### src/rtl/sm_pkg.sv
// Shared definitions for the sequence-detector family: FSM state encoding and
// width helpers used by the w stimulus generator and the detector benches.
package sm_pkg;

  typedef enum logic [1:0] {
    IDLE   = 2'd0,
    SHIFT  = 2'd1,
    FINISH = 2'd2
  } state_e;

  // Bits needed to hold a length in 0..pat_w.
  function automatic int unsigned len_w(input int unsigned pat_w);
    return $clog2(pat_w + 1);
  endfunction

  // Tick counter width; a divider of 1 still keeps a one-bit register.
  function automatic int unsigned cnt_w(input int unsigned tick_div);
    return (tick_div < 2) ? 1 : $clog2(tick_div);
  endfunction

endpackage

### src/rtl/w_sequence_gen_if.sv
// Control/data bundle between a pattern source and the w sequence generator.
interface w_sequence_gen_if #(
  parameter int unsigned PAT_W = 8
) ();

  localparam int unsigned LEN_W = sm_pkg::len_w(PAT_W);

  logic             start;
  logic [PAT_W-1:0] pattern;
  logic [LEN_W-1:0] pat_len;
  logic             repeat_en;
  logic             abort;
  logic             w;
  logic             w_strobe;
  logic             busy;
  logic             done;
  logic             len_err;
  logic [LEN_W-1:0] bit_idx;

  modport master (
    output start, pattern, pat_len, repeat_en, abort,
    input  w, w_strobe, busy, done, len_err, bit_idx
  );

  modport slave (
    input  start, pattern, pat_len, repeat_en, abort,
    output w, w_strobe, busy, done, len_err, bit_idx
  );

endinterface

### src/rtl/w_sequence_gen_tick.sv
// Bit-period enable generator: one-cycle tick every TICK_DIV enabled clocks,
// used instead of a divided clock so all logic stays on CLOCK_50.
module bit_tick_gen #(
  parameter int unsigned TICK_DIV = 25_000_000
) (
  input  logic CLOCK_50,
  input  logic reset,
  input  logic clr,
  input  logic en,
  output logic tick
);

  import sm_pkg::*;

  localparam int unsigned          CNT_W   = cnt_w(TICK_DIV);
  localparam logic [CNT_W-1:0]     CNT_MAX = CNT_W'(TICK_DIV - 1);

  logic [CNT_W-1:0] cnt_q;
  logic [CNT_W-1:0] cnt_d;

  // Wrap exactly at TICK_DIV-1 so the counter never needs an overflow path.
  always_comb begin
    cnt_d = cnt_q;
    if (clr) begin
      cnt_d = '0;
    end else if (en) begin
      cnt_d = (cnt_q == CNT_MAX) ? '0 : cnt_q + CNT_W'(1);
    end
  end

  assign tick = en && (cnt_q == CNT_MAX);

  always_ff @(posedge CLOCK_50) begin
    if (reset) begin
      cnt_q <= '0;
    end else begin
      cnt_q <= cnt_d;
    end
  end

endmodule

### src/rtl/w_sequence_gen.sv
// Serial stimulus source for the detector input w: captures a pattern and
// shifts it out MSB-first, one bit per TICK_DIV clocks, once or repeating.
module w_sequence_gen #(
  parameter int unsigned PAT_W    = 8,
  parameter int unsigned TICK_DIV = 25_000_000
) (
  input  logic             CLOCK_50,
  input  logic             reset,
  w_sequence_gen_if.slave  bus
);

  import sm_pkg::*;

  localparam int unsigned      LEN_W   = len_w(PAT_W);
  localparam logic [LEN_W-1:0] LEN_MAX = LEN_W'(PAT_W);

  state_e           state_q,    state_d;
  logic [PAT_W-1:0] shadow_q,   shadow_d;
  logic [LEN_W-1:0] len_q,      len_d;
  logic [LEN_W-1:0] bit_idx_q,  bit_idx_d;
  logic             w_q,        w_d;
  logic             w_strobe_q, w_strobe_d;
  logic             busy_q,     busy_d;
  logic             done_q,     done_d;
  logic             len_err_q,  len_err_d;

  logic             tick_c;
  logic             tick_clr_c;
  logic             tick_en_c;
  logic             len_bad_c;
  logic [LEN_W-1:0] nxt_idx_c;

  assign tick_en_c = (state_q == SHIFT);
  assign len_bad_c = (bus.pat_len == '0) || (bus.pat_len > LEN_MAX);

  bit_tick_gen #(
    .TICK_DIV (TICK_DIV)
  ) u_tick (
    .CLOCK_50 (CLOCK_50),
    .reset    (reset),
    .clr      (tick_clr_c),
    .en       (tick_en_c),
    .tick     (tick_c)
  );

  // Next-state and registered-output decode; abort overrides every state.
  always_comb begin
    state_d    = state_q;
    shadow_d   = shadow_q;
    len_d      = len_q;
    bit_idx_d  = bit_idx_q;
    w_d        = w_q;
    w_strobe_d = 1'b0;
    busy_d     = busy_q;
    done_d     = 1'b0;
    len_err_d  = 1'b0;
    tick_clr_c = 1'b0;
    nxt_idx_c  = '0;

    if (bus.abort) begin
      state_d    = IDLE;
      w_d        = 1'b0;
      busy_d     = 1'b0;
      bit_idx_d  = '0;
      tick_clr_c = 1'b1;
    end else begin
      case (state_q)
        IDLE: begin
          if (bus.start) begin
            if (len_bad_c) begin
              len_err_d = 1'b1;
            end else begin
              nxt_idx_c  = bus.pat_len - LEN_W'(1);
              state_d    = SHIFT;
              busy_d     = 1'b1;
              shadow_d   = bus.pattern;
              len_d      = bus.pat_len;
              bit_idx_d  = nxt_idx_c;
              w_d        = 1'(bus.pattern >> nxt_idx_c);
              w_strobe_d = 1'b1;
              tick_clr_c = 1'b1;
            end
          end
        end

        SHIFT: begin
          if (tick_c) begin
            if (bit_idx_q != '0) begin
              nxt_idx_c  = bit_idx_q - LEN_W'(1);
              bit_idx_d  = nxt_idx_c;
              w_d        = 1'(shadow_q >> nxt_idx_c);
              w_strobe_d = 1'b1;
            end else if (bus.repeat_en) begin
              // Wrap straight into the next pass with no idle gap.
              nxt_idx_c  = len_q - LEN_W'(1);
              bit_idx_d  = nxt_idx_c;
              w_d        = 1'(shadow_q >> nxt_idx_c);
              w_strobe_d = 1'b1;
            end else begin
              state_d = FINISH;
              done_d  = 1'b1;
              busy_d  = 1'b0;
            end
          end
        end

        FINISH: begin
          state_d   = IDLE;
          w_d       = 1'b0;
          bit_idx_d = '0;
        end

        default: begin
          state_d   = IDLE;
          w_d       = 1'b0;
          busy_d    = 1'b0;
          bit_idx_d = '0;
        end
      endcase
    end
  end

  always_ff @(posedge CLOCK_50) begin
    if (reset) begin
      state_q    <= IDLE;
      shadow_q   <= '0;
      len_q      <= '0;
      bit_idx_q  <= '0;
      w_q        <= 1'b0;
      w_strobe_q <= 1'b0;
      busy_q     <= 1'b0;
      done_q     <= 1'b0;
      len_err_q  <= 1'b0;
    end else begin
      state_q    <= state_d;
      shadow_q   <= shadow_d;
      len_q      <= len_d;
      bit_idx_q  <= bit_idx_d;
      w_q        <= w_d;
      w_strobe_q <= w_strobe_d;
      busy_q     <= busy_d;
      done_q     <= done_d;
      len_err_q  <= len_err_d;
    end
  end

  assign bus.w        = w_q;
  assign bus.w_strobe = w_strobe_q;
  assign bus.busy     = busy_q;
  assign bus.done     = done_q;
  assign bus.len_err  = len_err_q;
  assign bus.bit_idx  = bit_idx_q;

endmodule

### src/flat_wrapper.sv
// flat-port wrapper written by rule: the top's interface ports become plain ports
module w_sequence_gen_flat import sm_pkg::*;
#(
  parameter int unsigned PAT_W    = 8,
  parameter int unsigned TICK_DIV = 25_000_000
)
  (CLOCK_50, reset, bus_start, bus_pattern, bus_pat_len, bus_repeat_en, bus_abort, bus_w, bus_w_strobe, bus_busy, bus_done, bus_len_err, bus_bit_idx);
  w_sequence_gen_if #(.PAT_W(PAT_W)) bus_i ();
  input  logic CLOCK_50;
  input  logic reset;
  input wire logic [$bits(bus_i.start)-1:0] bus_start;
  input wire logic [$bits(bus_i.pattern)-1:0] bus_pattern;
  input wire logic [$bits(bus_i.pat_len)-1:0] bus_pat_len;
  input wire logic [$bits(bus_i.repeat_en)-1:0] bus_repeat_en;
  input wire logic [$bits(bus_i.abort)-1:0] bus_abort;
  output wire logic [$bits(bus_i.w)-1:0] bus_w;
  output wire logic [$bits(bus_i.w_strobe)-1:0] bus_w_strobe;
  output wire logic [$bits(bus_i.busy)-1:0] bus_busy;
  output wire logic [$bits(bus_i.done)-1:0] bus_done;
  output wire logic [$bits(bus_i.len_err)-1:0] bus_len_err;
  output wire logic [$bits(bus_i.bit_idx)-1:0] bus_bit_idx;
  assign bus_i.start = bus_start;
  assign bus_i.pattern = bus_pattern;
  assign bus_i.pat_len = bus_pat_len;
  assign bus_i.repeat_en = bus_repeat_en;
  assign bus_i.abort = bus_abort;
  assign bus_w = bus_i.w;
  assign bus_w_strobe = bus_i.w_strobe;
  assign bus_busy = bus_i.busy;
  assign bus_done = bus_i.done;
  assign bus_len_err = bus_i.len_err;
  assign bus_bit_idx = bus_i.bit_idx;
  w_sequence_gen #(.PAT_W(PAT_W), .TICK_DIV(TICK_DIV)) u_core (.CLOCK_50(CLOCK_50), .reset(reset), .bus(bus_i));
endmodule
### config.mk
export PLATFORM = sky130hd
export DESIGN_NAME = w_sequence_gen_flat
export DESIGN_NICKNAME = d
export VERILOG_FILES = /design/src/rtl/sm_pkg.sv /design/src/rtl/w_sequence_gen_if.sv /design/src/rtl/w_sequence_gen_tick.sv /design/src/rtl/w_sequence_gen.sv /design/src/flat_wrapper.sv
export SDC_FILE = /design/constraint.sdc
export NUM_CORES = 1
export LEC_CHECK = 0
export CAP_MARGIN = 10
export CORE_ASPECT_RATIO = 1.1
export CORE_MARGIN = 5
export CORE_UTILIZATION = 23
export DETAILED_ROUTE_END_ITERATION = 6
export REMOVE_ABC_BUFFERS = 1
export SYNTH_ARGS = -nofsm -noshare
export SYNTH_HDL_FRONTEND = slang
export SYNTH_HIERARCHICAL = 1
export SYNTH_SLANG_ARGS = --single-unit
### constraint.sdc
create_clock -name CLOCK_50 -period 6.6 [get_ports CLOCK_50]
set_input_delay 0.99 -clock CLOCK_50 [delete_from_list [all_inputs] [get_ports CLOCK_50]]
set_output_delay 0.99 -clock CLOCK_50 [all_outputs]
set_load 0.01 [all_outputs]
==> reports/qor.yml <==
job:
  max_cap_violations: 0
grt:
  top_usage_layer: "met2"
  antenna_found_initial: 0
  globalRouteTotalUtil_pct: 9.396
  grt_pass1_wl_mm: 9.991
  grt_util_met3_pct: 2.181
  grt_start_max_net_pins: 17
  grt_pass1_vias: 2132
  grtUsageMet1_pct: 11.57
  gr-usage-met2_pct: 15.71
  gr-total-overflow: 0
synthesis:
  ys.flop_type: "dfxtp_1"
  synth_area_um2: 2449
  syn_avg_cell_area_um2: 8.622
  async_reset_ff_share_pct: 0
  synth-edff-count: 0
  ys_seq_area_share_pct: 39.24
  ys_ff_latch: 48
  ys_types: 45
  synthCells: 284
  synth_warnings: 6
setup_path:
  path_class: "in -> reg"
  crit_arrival_ns: 3.43
  cp-end-kind: "flop"
  startpoint_type: "primary input"
  cp_max_fo: 12
  cp.required_ns: 6.76
  startpoint: "bus_pat_len[0]"
  r2r-start: "u_core/state_q[0]"
cts:
  cts_setup_buffers: 0
  clockBufferDepth: 2
  insertion_delay_ns: 0.29
  hold_buffers: 0
  cts_resized: 0
  cts_buffers: 5
  clockRootBuffer: "clkbuf_16"
  clk_pin_slew_ns: 0.07
  cts_tree: "yes"
  cts_htree_levels: 2
  clock_sinks: 48
min_path:
  worstHoldStart: "u_core/u_tick/cnt_q[21]"
  min_path_type: "reg -> reg"
sta:
  skew_ns: 0.007431
  rsz0062_at_grt: "false"
  max_freq_mhz: 305.6
  hold_ws_ns: 0.4882
  slew_headroom_pct: 22.64
  slew_viol_final: 0
  hold_viol_final: 0
  layout_min_cycle_time_ns: 3.273
  finalCritPeriodShare_pct: 49.59
  worstMarginPinSlew_ns: 1.154
  fin_tns_setup_ns: 0
  setup_viol: 0
floorplanning:
  dieArea_um2: 12810
  fp.dieW_um: 108.4
  start_util_pct: 23.56
  die-height_um: 118.2
  fp-row-count: 39
  core_area_um2: 10390
  boundaryPins: 26
detailed_routing:
  via_per_inst: 4.826
  drc: 0
  drtPass1Iterations: 4
  routed-via-count: 2162
  wl_per_cell_um: 12.80
  routed_wirelength_mm: 5.733
  first_iter_violations: 92
  antenna_left: 0
finish:
  nets: 324
  drive_gt1_share_pct: 6.557
  fillCellCount: 1096
  area_growth_pct: 21.67
  post-route-util_pct: 28.66
  layout_common_cells: "dfxtp_1 (48), nor2_1 (44), clkdlybuf4s50_1 (25)"
  multi_input_area_um2: 1385
  design_area_um2: 2979
  regArea_um2: 960.9
  final_common_cell: "dfxtp_1"
  antenna_cells: 0
outcome:
  status: "complete, no violations"
placement:
  gp_congestion: 0.8432
  port_buffers: 25
  dp_hpwl_mm: 4.315
  placed_area_um2: 2824
power_and_ir_drop:
  vdd_drop_max_mv: 0.09707
  total_leakage_power_nw: 0.9162
  power_density_nw_per_um2: 210.5
## metal layers
| layer | vias up | wire, um |
|---|---|---|
| li1 | 1075 | - |
| met1 | 1021 | 2616 |
| met2 | 55 | 2784 |
| met3 | 11 | 238 |
| met4 | 0 | 94 |
| met5 | - | 0 |
## cells by family after synthesis
family                   Yosys count  synth area share (%)
AO/OA/AOI/OAI                     52                 14.56
XOR/XNOR                          20                 7.154
multiplexers                      17                 7.971
adder cells (fa/ha/maj)            3                 1.533
buffers and inverters             25                 4.599
flip-flops                        48                 39.24
AND/OR/NAND/NOR                  119                 24.94
## worst max-delay path: stages
cell             delay, ns
clkdlybuf4s50_1       0.61
inv_1                 0.11
ha_1                  0.22
nand2b_1              0.11
xnor2_1               0.11
nor3_2                0.92
mux2i_1               0.29
nor2_1                0.06
## through the flow
stage | cells | setup WS [ns] | total power (W)
after CTS | 447 | 3.279 | 0.0006356
after global placement | 439 | 3.054 | 0.0003745
after global routing | 448 | 3.045 | 0.0006538
after detailed placement | 439 | 3.004 | 0.0003756
final | 448 | 3.327 | 0.0006271
after floorplan | 270 | 3.400 | 0.0003467
## final cells by class
| cell class | instances | area share [%] |
|---|---|---|
| flip-flops and latches | 48 | 32.26 |
| well taps | 143 | 6.006 |
| inverters | 11 | 1.386 |
| clock inverters | 1 | 0.2520 |
| repair buffers | 27 | 8.820 |
| multi-input cells | 211 | 46.49 |
| clock buffers | 7 | 4.788 |
## cells in the mapped netlist (all sizes together) (7+ instances only)
cell type | n | area (um2)
nand2 | 16 | 60.06
nand4 | 11 | 75.07
a21oi | 16 | 80.08
clkbuf | 8 | 30.03
xor2 | 8 | 70.07
mux2i | 15 | 150.1
nor3 | 7 | 35.03
or4 | 11 | 86.33
nor2 | 44 | 165.2
o31ai | 12 | 90.09
dfxtp | 48 | 960.9
inv | 11 | 41.29
xnor2 | 12 | 105.1
## where the power goes
part | internal (W) | total (W) | switching (W)
Sequential | 0.000295 | 0.000301 | 0.00000661
Clock | 0.000151 | 0.000258 | 0.000107
Combinational | 0.0000339 | 0.0000680 | 0.0000341
Total | 0.000480 | 0.000627 | 0.000148
## path summary, 6_finish.rpt
check	depth (start not counted)	slack [ns]	to
worst max-delay path	8	3.33	u_core/shadow_q[6]
worst min-delay path	2	0.49	u_core/u_tick/cnt_q[21]
worst max register to register	9	3.35	u_core/bus.bit_idx[2]
worst min register to register	2	0.49	u_core/u_tick/cnt_q[21]
## registers in the layout, indices dropped and copies added, names as in the netlist
| register | flops |
|---|---|
| u_core/bus.w | 1 |
| u_core/bus.len_err | 1 |
| u_core/bus.bit_idx | 4 |
| u_core/bus.done | 1 |
| u_core/len_q | 4 |
| u_core/state_q | 2 |
| u_core/bus.w_strobe | 1 |
| u_core/shadow_q | 8 |
| u_core/u_tick/cnt_q | 25 |
| u_core/bus.busy | 1 |
Power figures use the tool's default switching activity.
